[src/rtl/riscv_ctrl.sv]
// rtl/riscv_ctrl.sv - multi-cycle FETCH/DECODE/EXEC/MEM/WB sequencer for the RISC-V datapath
module riscv_ctrl #(
    parameter int KIND_W = 4,
    parameter int OP_W   = 4
) (
    input  logic              clk,
    input  logic              reset,
    input  logic [KIND_W-1:0] kind,
    input  logic [2:0]        funct3,
    input  logic [6:0]        funct7,
    input  logic              cmp_true,
    output logic              ir_we,
    output logic              sel_alu0,
    output logic              sel_alu1,
    output logic [OP_W-1:0]   alu_op,
    output logic              sel_ex,
    output logic              sel_res,
    output logic              sel_rf_wr,
    output logic              sel_pc,
    output logic              pc_we,
    output logic              dmem_wr_en,
    output logic              retire,
    output logic              halted,
    output logic [2:0]        state
);

    typedef enum logic [2:0] {
        S_FETCH  = 3'd0,
        S_DECODE = 3'd1,
        S_EXEC   = 3'd2,
        S_MEM    = 3'd3,
        S_WB     = 3'd4,
        S_HALT   = 3'd5
    } state_t;

    localparam logic [KIND_W-1:0] K_R      = KIND_W'(0);
    localparam logic [KIND_W-1:0] K_I_ALU  = KIND_W'(1);
    localparam logic [KIND_W-1:0] K_LOAD   = KIND_W'(2);
    localparam logic [KIND_W-1:0] K_STORE  = KIND_W'(3);
    localparam logic [KIND_W-1:0] K_BRANCH = KIND_W'(4);
    localparam logic [KIND_W-1:0] K_JAL    = KIND_W'(5);
    localparam logic [KIND_W-1:0] K_JALR   = KIND_W'(6);
    localparam logic [KIND_W-1:0] K_LUI    = KIND_W'(7);
    localparam logic [KIND_W-1:0] K_AUIPC  = KIND_W'(8);

    localparam logic [OP_W-1:0] OP_ADD   = OP_W'(0);
    localparam logic [OP_W-1:0] OP_SUB   = OP_W'(1);
    localparam logic [OP_W-1:0] OP_SLL   = OP_W'(2);
    localparam logic [OP_W-1:0] OP_SLT   = OP_W'(3);
    localparam logic [OP_W-1:0] OP_SLTU  = OP_W'(4);
    localparam logic [OP_W-1:0] OP_XOR   = OP_W'(5);
    localparam logic [OP_W-1:0] OP_SRL   = OP_W'(6);
    localparam logic [OP_W-1:0] OP_SRA   = OP_W'(7);
    localparam logic [OP_W-1:0] OP_OR    = OP_W'(8);
    localparam logic [OP_W-1:0] OP_AND   = OP_W'(9);
    localparam logic [OP_W-1:0] OP_PASSB = OP_W'(10);

    state_t            state_q, state_d;
    logic [KIND_W-1:0] kind_q;
    logic [2:0]        f3_q;
    logic [6:0]        f7_q;
    logic              halted_q;
    logic              kind_legal;
    logic              unused_f7;

    // Only funct7[5] steers the ALU; the remaining bits are latched for completeness.
    assign unused_f7  = &{1'b0, f7_q[6], f7_q[4:0]};
    assign kind_legal = (kind <= K_AUIPC);

    function automatic logic [OP_W-1:0] funct_op(input logic [2:0] f3, input logic alt,
                                                 input logic sub_ok);
        case (f3)
            3'b000:  return (alt && sub_ok) ? OP_SUB : OP_ADD;
            3'b001:  return OP_SLL;
            3'b010:  return OP_SLT;
            3'b011:  return OP_SLTU;
            3'b100:  return OP_XOR;
            3'b101:  return alt ? OP_SRA : OP_SRL;
            3'b110:  return OP_OR;
            default: return OP_AND;
        endcase
    endfunction

    always_ff @(posedge clk) begin
        if (reset) begin
            state_q  <= S_FETCH;
            halted_q <= 1'b0;
            kind_q   <= '0;
            f3_q     <= '0;
            f7_q     <= '0;
        end else begin
            state_q <= state_d;
            if (state_q == S_DECODE) begin
                kind_q <= kind;
                f3_q   <= funct3;
                f7_q   <= funct7;
            end
            if (state_d == S_HALT) begin
                halted_q <= 1'b1;
            end
        end
    end

    always_comb begin
        state_d = state_q;
        case (state_q)
            S_FETCH:  state_d = S_DECODE;
            S_DECODE: state_d = kind_legal ? S_EXEC : S_HALT;
            S_EXEC: begin
                if (kind_q == K_BRANCH)                          state_d = S_FETCH;
                else if (kind_q == K_LOAD || kind_q == K_STORE)  state_d = S_MEM;
                else                                             state_d = S_WB;
            end
            S_MEM:    state_d = (kind_q == K_LOAD) ? S_WB : S_FETCH;
            S_WB:     state_d = S_FETCH;
            S_HALT:   state_d = S_HALT;
            default:  state_d = S_FETCH;
        endcase
    end

    // Reset forces every output low in the same cycle, so an aborted instruction never commits.
    always_comb begin
        ir_we      = 1'b0;
        sel_alu0   = 1'b0;
        sel_alu1   = 1'b0;
        alu_op     = OP_ADD;
        sel_ex     = 1'b0;
        sel_res    = 1'b0;
        sel_rf_wr  = 1'b0;
        sel_pc     = 1'b0;
        pc_we      = 1'b0;
        dmem_wr_en = 1'b0;
        retire     = 1'b0;
        if (!reset) begin
            case (state_q)
                S_FETCH: ir_we = 1'b1;
                S_EXEC: begin
                    case (kind_q)
                        K_R:     alu_op = funct_op(f3_q, f7_q[5], 1'b1);
                        K_I_ALU: begin
                            sel_alu1 = 1'b1;
                            alu_op   = funct_op(f3_q, f7_q[5], 1'b0);
                        end
                        K_LOAD, K_STORE, K_JALR: sel_alu1 = 1'b1;
                        K_JAL, K_AUIPC: begin
                            sel_alu0 = 1'b1;
                            sel_alu1 = 1'b1;
                        end
                        K_LUI: begin
                            sel_alu1 = 1'b1;
                            alu_op   = OP_PASSB;
                        end
                        K_BRANCH: begin
                            sel_alu0 = 1'b1;
                            sel_alu1 = 1'b1;
                            pc_we    = 1'b1;
                            sel_pc   = cmp_true;
                            retire   = 1'b1;
                        end
                        default: ;
                    endcase
                end
                S_MEM: begin
                    if (kind_q == K_STORE) begin
                        dmem_wr_en = 1'b1;
                        pc_we      = 1'b1;
                        retire     = 1'b1;
                    end
                end
                S_WB: begin
                    sel_rf_wr = 1'b1;
                    pc_we     = 1'b1;
                    retire    = 1'b1;
                    sel_res   = (kind_q == K_LOAD);
                    if (kind_q == K_JAL || kind_q == K_JALR) begin
                        sel_ex = 1'b1;
                        sel_pc = 1'b1;
                    end
                end
                default: ;
            endcase
        end
    end

    assign state  = reset ? 3'd0 : 3'(state_q);
    assign halted = halted_q & ~reset;

endmodule

[config.mk]
export PLATFORM = sky130hd
export DESIGN_NAME = riscv_ctrl
export DESIGN_NICKNAME = d
export VERILOG_FILES = /design/src/rtl/riscv_ctrl.sv
export SDC_FILE = /design/constraint.sdc
export NUM_CORES = 1
export LEC_CHECK = 0
export ABC_AREA = 1
export ABC_CLOCK_PERIOD_IN_PS = 4200
export CORE_MARGIN = 2
export CORE_UTILIZATION = 44
export DETAILED_ROUTE_END_ITERATION = 6
export GPL_ROUTABILITY_DRIVEN = 0
export MAX_ROUTING_LAYER = met4
export PLACE_DENSITY_LB_ADDON = 0.3
export SLEW_MARGIN = 20
export SYNTH_ARGS = -nofsm -noshare
export SYNTH_HDL_FRONTEND = slang
export SYNTH_SLANG_ARGS = --single-unit
[constraint.sdc]
create_clock -name clk -period 4.2 [get_ports clk]
set_input_delay 1.05 -clock clk [delete_from_list [all_inputs] [get_ports clk]]
set_output_delay 1.05 -clock clk [all_outputs]
set_load 0.02 [all_outputs]
After elaboration in Yosys (flattened, before gate mapping)

Cells that the tools add are included.

Magnitude comparators: 1
Equality and inequality tests: 20
Muxes and demuxes: 37
Bitwise logic cells: 2
Reduce and logical (&&, ||, !) cells: 7

Operators with widths:

| cell                                                                  | count |
|---|---|
| 4-bit case mux with 7 select lines                                    | 2 |
| 1-bit two-way mux                                                     | 24 |
| 3-bit equality test, second input constant                            | 6 |
| 4-bit by 3-bit equality test with 1-bit output, second input constant | 4 |
| 3-bit two-way mux                                                     | 5 |
| 3-bit case mux with 5 select lines                                    | 1 |
| 3-bit by 2-bit equality test with 1-bit output, second input constant | 4 |
| 4-bit case mux with 3 select lines                                    | 1 |
| 4-bit by 2-bit equality test with 1-bit output, second input constant | 2 |
| 4-bit two-way mux                                                     | 2 |
| 8-bit OR reduction                                                    | 1 |
| 3-bit by 1-bit equality test with 1-bit output, second input constant | 2 |
| 3-bit zero test                                                       | 2 |
| 4-bit by 1-bit equality test with 1-bit output, second input constant | 1 |
| 4-bit equality test, second input constant                            | 1 |
| 4-bit less-or-equal comparator, second input constant                 | 1 |
| 4-bit zero test                                                       | 1 |
| 1-bit case mux with 3 select lines                                    | 1 |
| 3-bit OR reduction                                                    | 1 |
| 1-bit logical OR                                                      | 2 |
| 1-bit case mux with 2 select lines                                    | 1 |
| 1-bit bitwise AND                                                     | 1 |
| 1-bit inverter                                                        | 1 |

Register bits: 17

Longest topological paths before layout

Gate-level depths: netlist (run 1).

Depth in word-level cells: 6
Depth in mapped cells: 7
Mapped depth without buffers: 7

Worst setup path before layout (run 1)

Ideal clock, no wire load.

Path kind: input -> output
Start point: in reset
End point: out retire
Arrival time: 1.860 ns
Data required time: 3.150 ns
Path slack: 1.290 ns
Stages: 3
Path through: clkbuf_1 > a21oi_1 > buf_4

Word-level cells in the longest chain between the ends: 1

RTL lines:

| element            | RTL line | RTL |
|---|---|---|
| start: declaration | 7        | `input logic reset,` |
| 1-bit two-way mux  | -        |  |
| end: declaration   | 22       | `output logic retire,` |

Every way passes these cells.

Worst setup path in the final report (run 1)

Start point: in reset
End point: out ir_we

Word-level cells in the longest chain between the ends: 1

RTL lines:

| element           | RTL line | RTL |
|---|---|---|
| 1-bit two-way mux | 134      | `if (!reset) begin` |
| end: declaration  | 12       | `output logic ir_we,` |

Every way passes these cells.

==> results of run 1 <==
-- routing by layer --
layer	vias to the layer above	share of wire (%)	track usage (%)
met5	-	0	-
met1	412	43	21.4
met2	32	50	31.9
met4	0	1.9	9.52
li1	494	-	-
met3	4	5.7	3.09
-- kinds of logic (layout without fill, tap and decap cells) --
logic type / after synthesis / count (layout) / share of synthesized area [%]
AND/OR/NAND/NOR: 80 / 80 / 40.2
flip-flops: 12 / 12 / 27.6
AO/OA/AOI/OAI: 20 / 20 / 18.8
buffers and inverters: 23 / 51 / 13.4
-- area by class of cell --
| class | instances | share of cell area [%] |
|---|---|---|
| repair buffers | 30 | 24.9 |
| multi-input cells | 100 | 43.4 |
| inverters | 17 | 5.39 |
| clock buffers | 4 | 3.07 |
| well taps | 27 | 2.85 |
| flip-flops and latches | 12 | 20.3 |
-- sequential cells by signal, indices dropped and copies added (netlist names) --
name and cells:
f7_q 1, f3_q 3, halted_q 1, state_q 3, kind_q 4
-- power breakdown --
| group | leakage, uW | internal, uW | switching [uW] |
|---|---|---|---|
| Sequential | 0.0000990 | 131 | 23.4 |
| Clock | 0.0000210 | 52.8 | 41.5 |
| Combinational | 0.000347 | 59.8 | 88.3 |
-- layout by cell type (no fill, tap or decap) --
cell / synthesis / final
nor4_1: 2 / 2
a211oi_2: 7 / 7
a21oi_1: 7 / 7
nand2_1: 22 / 22
clkdlybuf4s50_1: 0 / 28
o21ai_2: 1 / 1
buf_4: 1 / 2
inv_2: 3 / 3
inv_1: 14 / 14
nand2_2: 2 / 2
nor2_1: 34 / 34
nand4_1: 3 / 3
nor2_2: 4 / 4
nor3_1: 5 / 5
clkbuf_8: 0 / 1
dfxtp_1: 12 / 12
o21ai_0: 3 / 3
clkbuf_4: 0 / 3
a21oi_2: 2 / 2
nand2_4: 1 / 1
nand3_1: 7 / 7
-- synth_stat cells (all sizes together) --
cell | instances | area share (%)
nor3 | 5 | 2.9
nand4 | 3 | 2.2
nand3 | 7 | 4.0
nor4 | 2 | 1.4
a21oi | 9 | 6.0
nor2 | 38 | 18
dfxtp | 12 | 28
a211oi | 7 | 10
clkbuf | 1 | 0.43
buf | 5 | 5.6
nand2 | 25 | 12
o21ai | 4 | 2.7
inv | 17 | 7.3
-- worst max-delay path, stage by stage --
cell and delay, ps:
clkdlybuf4s50_1 580, buf_4 270, nor4_1 170, clkdlybuf4s50_1 650
-- through the flow --
stage,area [um2],worst slack [ps],util (%)
global route,1180,282,61.6
global placement,1150,436,59.7
detailed placement,1150,441,59.7
finish,1180,427,61.6
floorplan,871,1290,-
CTS,1180,441,61.6
-- worst paths after layout --
| path | end | slack, ps | cells past startpoint |
|---|---|---|---|
| max | ir_we | 430 | 4 |
| min | halted_q$_SDFFE_PP0N_ | 470 | 2 |
| max reg2reg | kind_q[2]$_SDFFE_PP0N_ | 3020 | 5 |
| min reg2reg | halted_q$_SDFFE_PP0N_ | 470 | 2 |
==> metrics, run 1 <==
Detail Placement HPWL=between 1500 and 2000 um; first-pass GRT wire length=between 3000 and 4000 um; Core Region=about 1900 um2; Slew headroom=about three quarters; starting density of the core=between 40% and 50%; Area Growth Syn to Fin=35.9%; drt wl/cell=10.4 um; P per Cell Area=between 300 and 400 nW/um2; share of layout cells above drive strength 1=16.0%; VDD IR max=approximately 240 uV; vias=approximately 940; Row Count=16; Max FO, Critical Path=12; cts hold-fix bufs=0; max-slew violation count=0; # diodes=0; Post-Synthesis Cells=135; CTS tree=done; post-CTS sizing=0; Storage cell area=240 um2; total power=approximately 400 uW; worst setup path start=reset; total CTS buffers=3; Die Footprint=2350 um2; Pleak=between 0.0004 and 0.0005 uW; Residual DRC=0; largest net degree at the start of global routing=16; min Tclk post-route=approximately 3800 ps; DIE WIDTH=just under 50 um; Critical Path End Type=primary output; die height=~48 um; Post-Syn Area=just under 900 um2; GR Overflow Total=0; H-tree levels=1; clk slew on worst S/H paths=80 ps; area of the multi-input gates=between 500 and 600 um2; Synth Net Count=152; RSZ-0062 raised after global routing=no; synth unique cells=22; Critical Path RT=~3200 ps; clock insertion delay at the later pin of the skew report=roughly 280 ps; Fin. Hold Viols=0; average cell area after synthesis=approximately 6.5 um2; Ys Warns=0; Via-to-Cell Ratio=~5.0; # Post-CTS Setup Buffers=0; setup violators final=0; FILL cells=approximately 190; tightest hold margin=467 ps; DRT Pass-1 Iters=4; CTS Buffer Depth=2; Root Buffer=clkbuf_4; dpl cells=186; initial drt markers=14; GRT Util Overall=between 10% and 20%; Crit path arrival time=~2700 ps; CP Launch Type=primary input; final period utilization=89.8%; port bufs=28; register area share after synthesis=between 20% and 30%; Highest Clock Rate=approximately 0.27 GHz; clock skew=just under 3 ps; CTS sink count=12; Critical R2R Launch=state_q[0]$_SDFF_PP0_; HP Class=flip-flop to flip-flop; vias in the first global route=about 840; worst hold start=halted_q$_SDFFE_PP0N_; Max Cap Viol=0; synthesis-stage register bit count=12; run status=complete, no violations; fin cells=190; Final #Nets=between 150 and 200; antenna violations before repair=0; Crit Path Class=primary input to primary output; Routed WL=between 1500 and 2000 um; Worst Tran Pin Value=about 350 ps; TNS Setup=0 ps; io pins=35; Routed Antenna Nets=0
Power figures use the tool's default switching activity.
==> run 2: changes to the inputs <==
Settings changed: REMOVE_ABC_BUFFERS from default to 1.
==> run 2 against run 1 <==
Against the previous run:
- flip-flop and latch count did not move
- non-clock buffer count did not move
- highest routed layer unchanged
- sequential share of layout area rose by 0.24 points
==> metrics, run 2 (synthesis gave the netlist of run 1 again) <==
largest register by flop count=kind_q (unchanged); max FFs per register=4 (unchanged); Root Buffer=clkbuf_4 (unchanged); Crit path arrival time=2690 ps (was 2720 ps); WHS Path Cells=2 (unchanged); total power=366 uW (was 397 uW); flop-to-flop setup slack=3080 ps (was 3020 ps); worst-path cell chain=clkdlybuf4s50_1, buf_4, nor4_1, clkdlybuf4s50_1 (unchanged); clock skew=0.491 ps (was 2.94 ps); CTS Buffer Depth=2 (unchanged); Via-to-Cell Ratio=4.84 (was 4.96); vias=914 (was 942); total CTS buffers=3 (unchanged); drt wl/cell=9.70 um (was 10.4 um); port bufs=28 (unchanged); CTS tree=done (unchanged); Pleak=0.000460 uW (was 0.000467 uW); critical path's largest stage delay=650 ps (about the same); Highest Clock Rate=0.267 GHz (was 0.265 GHz); Reg-to-Reg End=state_q[0]$_SDFF_PP0_ (was kind_q[2]$_SDFFE_PP0N_); cell mode on critical path=clkdlybuf4s50_1 (unchanged); GR Overflow Total=0 (unchanged); die height=48.5 um (unchanged); biggest registers after layout=kind_q (4), f3_q (3), state_q (3) (unchanged); CP max stage cell=clkdlybuf4s50_1 (unchanged); FF-to-FF path depth=5 (unchanged); Area Growth Syn to Fin=34.3% (was 35.9%); vias in the first global route=779 (was 835); worst hold start=halted_q$_SDFFE_PP0N_ (unchanged); # diodes=0 (unchanged); Die Footprint=2350 um2 (unchanged); Crit Path Class=primary input to primary output (unchanged); cts hold-fix bufs=0 (unchanged); min Tclk post-route=3740 ps (was 3770 ps); largest net degree at the start of global routing=16 (unchanged); H-tree levels=1 (unchanged); post-CTS sizing=0 (unchanged); Max Cap Viol=0 (unchanged); VDD IR max=208 uV (was 239 uV); Routed Antenna Nets=0 (unchanged); hold endpoint=halted_q$_SDFFE_PP0N_ (unchanged); P per Cell Area=313 nW/um2 (was 335 nW/um2); DIE WIDTH=48.5 um (unchanged); FILL cells=194 (unchanged); Residual DRC=0 (unchanged); Row Count=16 (unchanged); Fin. Hold Viols=0 (unchanged); setup violators final=0 (unchanged); GRT Util Overall=17.1% (was 18.8%); CTS sink count=12 (unchanged); DRT Pass-1 Iters=4 (unchanged); Final #Nets=181 (unchanged); max-slew violation count=0 (unchanged); io pins=35 (unchanged); clock insertion delay at the later pin of the skew report=260 ps (was 280 ps); Slew headroom=77.3% (was 76.8%); first-pass GRT wire length=3190 um (was 3390 um); Critical Path End Type=primary output (unchanged); Max FO, Critical Path=9 (was 12); clk slew on worst S/H paths=70 ps (was 80 ps); initial drt markers=24 (was 14); Critical R2R Launch=kind_q[2]$_SDFFE_PP0N_ (was state_q[0]$_SDFF_PP0_); Storage cell area=240 um2 (unchanged); commonest non-fill, non-tap cell in the layout=nor2_1 (unchanged); # Post-CTS Setup Buffers=0 (unchanged); RSZ-0062 raised after global routing=no (unchanged); HP Class=flip-flop to flip-flop (unchanged); share of layout cells above drive strength 1=15.4% (was 16.0%); Core Region=1920 um2 (unchanged); run status=complete, no violations (unchanged); Critical Path RT=3150 ps (about the same); area of the multi-input gates=514 um2 (unchanged); Worst Tran Pin Value=339 ps (was 346 ps); Detail Placement HPWL=1470 um (was 1530 um); antenna violations before repair=0 (unchanged); TNS Setup=0 ps (unchanged); Routed WL=1830 um (was 1980 um); CP Launch Type=primary input (unchanged); leading cell types in the layout, fill and taps excluded=nor2_1, clkdlybuf4s50_1, nand2_1 (unchanged); starting density of the core=45.3% (unchanged); final period utilization=89.0% (was 89.8%)
## run 2: cell count changes in the layout (fill, tap and decap cells not counted)
| cell | change |
|---|---|
| clkbuf_8 | -1 |
## run 2: worst max-delay path, delay by kind of cell
kind | cells | cell delay (ps)
simple gates | 1 | 160
buf+inv | 3 | 1480
## run 2: per-layer routing
metal  up-vias  share of wire, %  global-route usage (%)
li1        494                 -                       -
met1       396                51                    21.9
met2        22                43                    27.3
met4         0              0.76                    6.67
met5         -                 0                       -
met3         2               4.9                    2.78
## run 2: area by class of cell
class,instances,area share [%]
Multi-Input combinational cell,100,44.0
Timing Repair Buffer,30,25.2
Sequential cell,12,20.5
Inverter,17,5.45
Tap cell,27,2.89
Clock buffer,3,1.93
## run 2: how the worst max path moves through the flow
stage	start	end	cells after the start
3_5_place_dp	reset	ir_we	4
3_3_place_gp	reset	ir_we	4
4_1_cts	reset	ir_we	4
6_report	reset	ir_we	4
5_1_grt	reset	ir_we	4
2_1_floorplan	reset	sel_res	1
## run 2: where the power goes
part	total (uW)	internal (uW)	switching, uW
registers	154	131	23.0
clock network	65.8	33.0	32.8
logic	147	59.8	86.7
total	366	224	142
## run 2: metrics by stage
step | cells | util [%] | hold slack [ps] | setup slack (ps) | instance area (um2)
3_3_place_gp | 186 | 59.7 | 447 | 460 | 1150
6_report | 189 | 60.9 | 466 | 461 | 1170
2_1_floorplan | 129 | - | 430 | 1390 | 818
4_1_cts | 189 | 60.9 | 468 | 450 | 1170
5_1_grt | 189 | 60.9 | 522 | 305 | 1170
3_5_place_dp | 186 | 59.7 | 458 | 462 | 1150
==> run 3: changes to the inputs <==
Settings changed: ABC_CLOCK_PERIOD_IN_PS 4200 to 4070, CORE_UTILIZATION 44 to 42.
Clock period 4.2 ns to 4.07 ns, I/O delays scaled along.
==> run 3 against run 2 <==
Against the previous run:
- sequential power is 3% higher
- hold slack better by 0.87 ps
- highest routed layer unchanged
- critical endpoint unchanged
- largest cell class unchanged
- design area is 1.2% higher
- combinational power is 3% higher
- setup slack worse by 140 ps
- count of clock-buffer cells in the layout is 1 higher
==> metrics, run 3 (synthesis gave the netlist of run 1 again) <==
VDD IR max=220 uV (was 208 uV); combinational fraction of design power=37.3% (was 40.0%); initial drt markers=26 (was 24); GRT Util Overall=16.1% (was 17.1%); antenna violations before repair=0 (unchanged); Slew headroom=77.8% (was 77.3%); final period utilization=about 92%; largest net degree at the start of global routing=16 (unchanged); CTS tree=done (unchanged); io pins=35 (unchanged); Core Region=1960 um2 (was 1920 um2); vias in the first global route=779 (unchanged); Max Cap Viol=0 (unchanged); Crit Path Class=primary input to primary output (unchanged); H-tree levels=1 (unchanged); TNS Setup=0 ps (unchanged); clk slew on worst S/H paths=80 ps (was 70 ps); port bufs=28 (unchanged); Routed WL=1810 um (was 1830 um); Highest Clock Rate=around 0.27 GHz; Area Growth Syn to Fin=35.9% (was 34.3%); Placed Area=1150 um2 (unchanged); Critical Path RT=3050 ps (was 3150 ps); Fin. Hold Viols=0 (unchanged); post-CTS sizing=0 (unchanged); RSZ-0062 raised after global routing=no (unchanged); total CTS buffers=3 (unchanged); internal power=251 uW (was 224 uW); tightest hold margin=467 ps (was 466 ps); # diodes=0 (unchanged); Row Count=16 (unchanged); Max FO, Critical Path=9 (unchanged); Clock power frac=23.7% (was 18.0%); P per Cell Area=342 nW/um2 (was 313 nW/um2); largest register by flop count=kind_q (unchanged); FILL cells=204 (was 194); run status=complete, no violations (unchanged); Crit path arrival time=2740 ps (was 2690 ps); max-slew violation count=0 (unchanged); clock skew=2.52 ps (was 0.491 ps); CP Launch Type=primary input (unchanged); # Post-CTS Setup Buffers=0 (unchanged); vias=924 (was 914); Detail Placement HPWL=1460 um (was 1470 um); HP Class=flip-flop to flip-flop (unchanged); clock insertion delay at the later pin of the skew report=270 ps (was 260 ps); die height=49.5 um (was 48.5 um); CTS sink count=12 (unchanged); Pleak=0.000467 uW (was 0.000460 uW); setup violators final=0 (unchanged); FF-to-FF path depth=5 (unchanged); WHS Path Cells=2 (unchanged); biggest registers after layout=kind_q (4), f3_q (3), state_q (3) (unchanged); Residual DRC=0 (unchanged); DRT Pass-1 Iters=4 (unchanged); Worst Tran Pin Value=333 ps (was 339 ps); Final #Nets=181 (unchanged); share of layout cells above drive strength 1=16.0% (was 15.4%); DIE WIDTH=49.5 um (was 48.5 um); starting density of the core=44.4% (was 45.3%); Critical Path End Type=primary output (unchanged); drt wl/cell=9.53 um (was 9.70 um); Routed Antenna Nets=0 (unchanged); sw power=153 uW (was 142 uW); leading cell types in the layout, fill and taps excluded=nor2_1, clkdlybuf4s50_1, nand2_1 (unchanged); fraction of power spent switching nets=37.9% (was 38.9%); min Tclk post-route=3750 ps; Die Footprint=2450 um2 (was 2350 um2); cts hold-fix bufs=0 (unchanged); GR Overflow Total=0 (unchanged); Via-to-Cell Ratio=4.86 (was 4.84); sequential power share=39.1% (was 42.0%); Final Cell Area=1180 um2 (was 1170 um2); first-pass GRT wire length=3060 um (was 3190 um); CTS Buffer Depth=2 (unchanged); max FFs per register=4 (unchanged); Root Buffer=clkbuf_4 (unchanged); commonest non-fill, non-tap cell in the layout=nor2_1 (unchanged)
==> run 3: power by group through the flow <==
stage	Clock (uW)	Sequential [uW]	Combinational, uW
after floorplan	0	156	107
after global placement	0	159	148
after detailed placement	0	160	151
after CTS	95.6	157	152
after global routing	101	161	170
final	95.8	158	151
==> run 3: metal layers <==
metal  part of all wire [%]  global-route usage, %  vias up
met5                      0                      -        -
li1                       -                      -      493
met4                    2.0                   8.33        0
met2                     43                   25.1       35
met3                    7.1                   2.42        4
met1                     48                   20.1      392
==> run 3: critical path, stage by stage <==
cell             delay [ps]
clkdlybuf4s50_1         570
buf_4                   250
nor4_1                  220
clkdlybuf4s50_1         680
==> run 3: layout make-up <==
type | instances | area, um2 | area share, %
inverter | 17 | 63.8 | 5.39
multi-input combinational | 100 | 514 | 43.4
clock buffer | 4 | 36.3 | 3.07
tap | 27 | 33.8 | 2.85
sequential | 12 | 240 | 20.3
timing repair buffer | 30 | 295 | 24.9
==> run 3: worst paths after layout <==
kind | start | endpoint | slack (ps)
worst max-delay path | reset | ir_we | 320
worst max register to register | state_q[2]$_SDFF_PP0_ | state_q[1]$_SDFF_PP0_ | 2930
worst min register to register | halted_q$_SDFFE_PP0N_ | halted_q$_SDFFE_PP0N_ | 470
worst min-delay path | halted_q$_SDFFE_PP0N_ | halted_q$_SDFFE_PP0N_ | 470
==> run 3: through the flow <==
stage	power, uW	setup slack [ps]	instances	utilization (%)
finish	404	317	190	60.3
global route	432	299	190	60.3
CTS	404	313	190	60.3
detailed placement	311	327	186	58.5
global placement	308	381	186	58.5
floorplan	263	1330	129	-
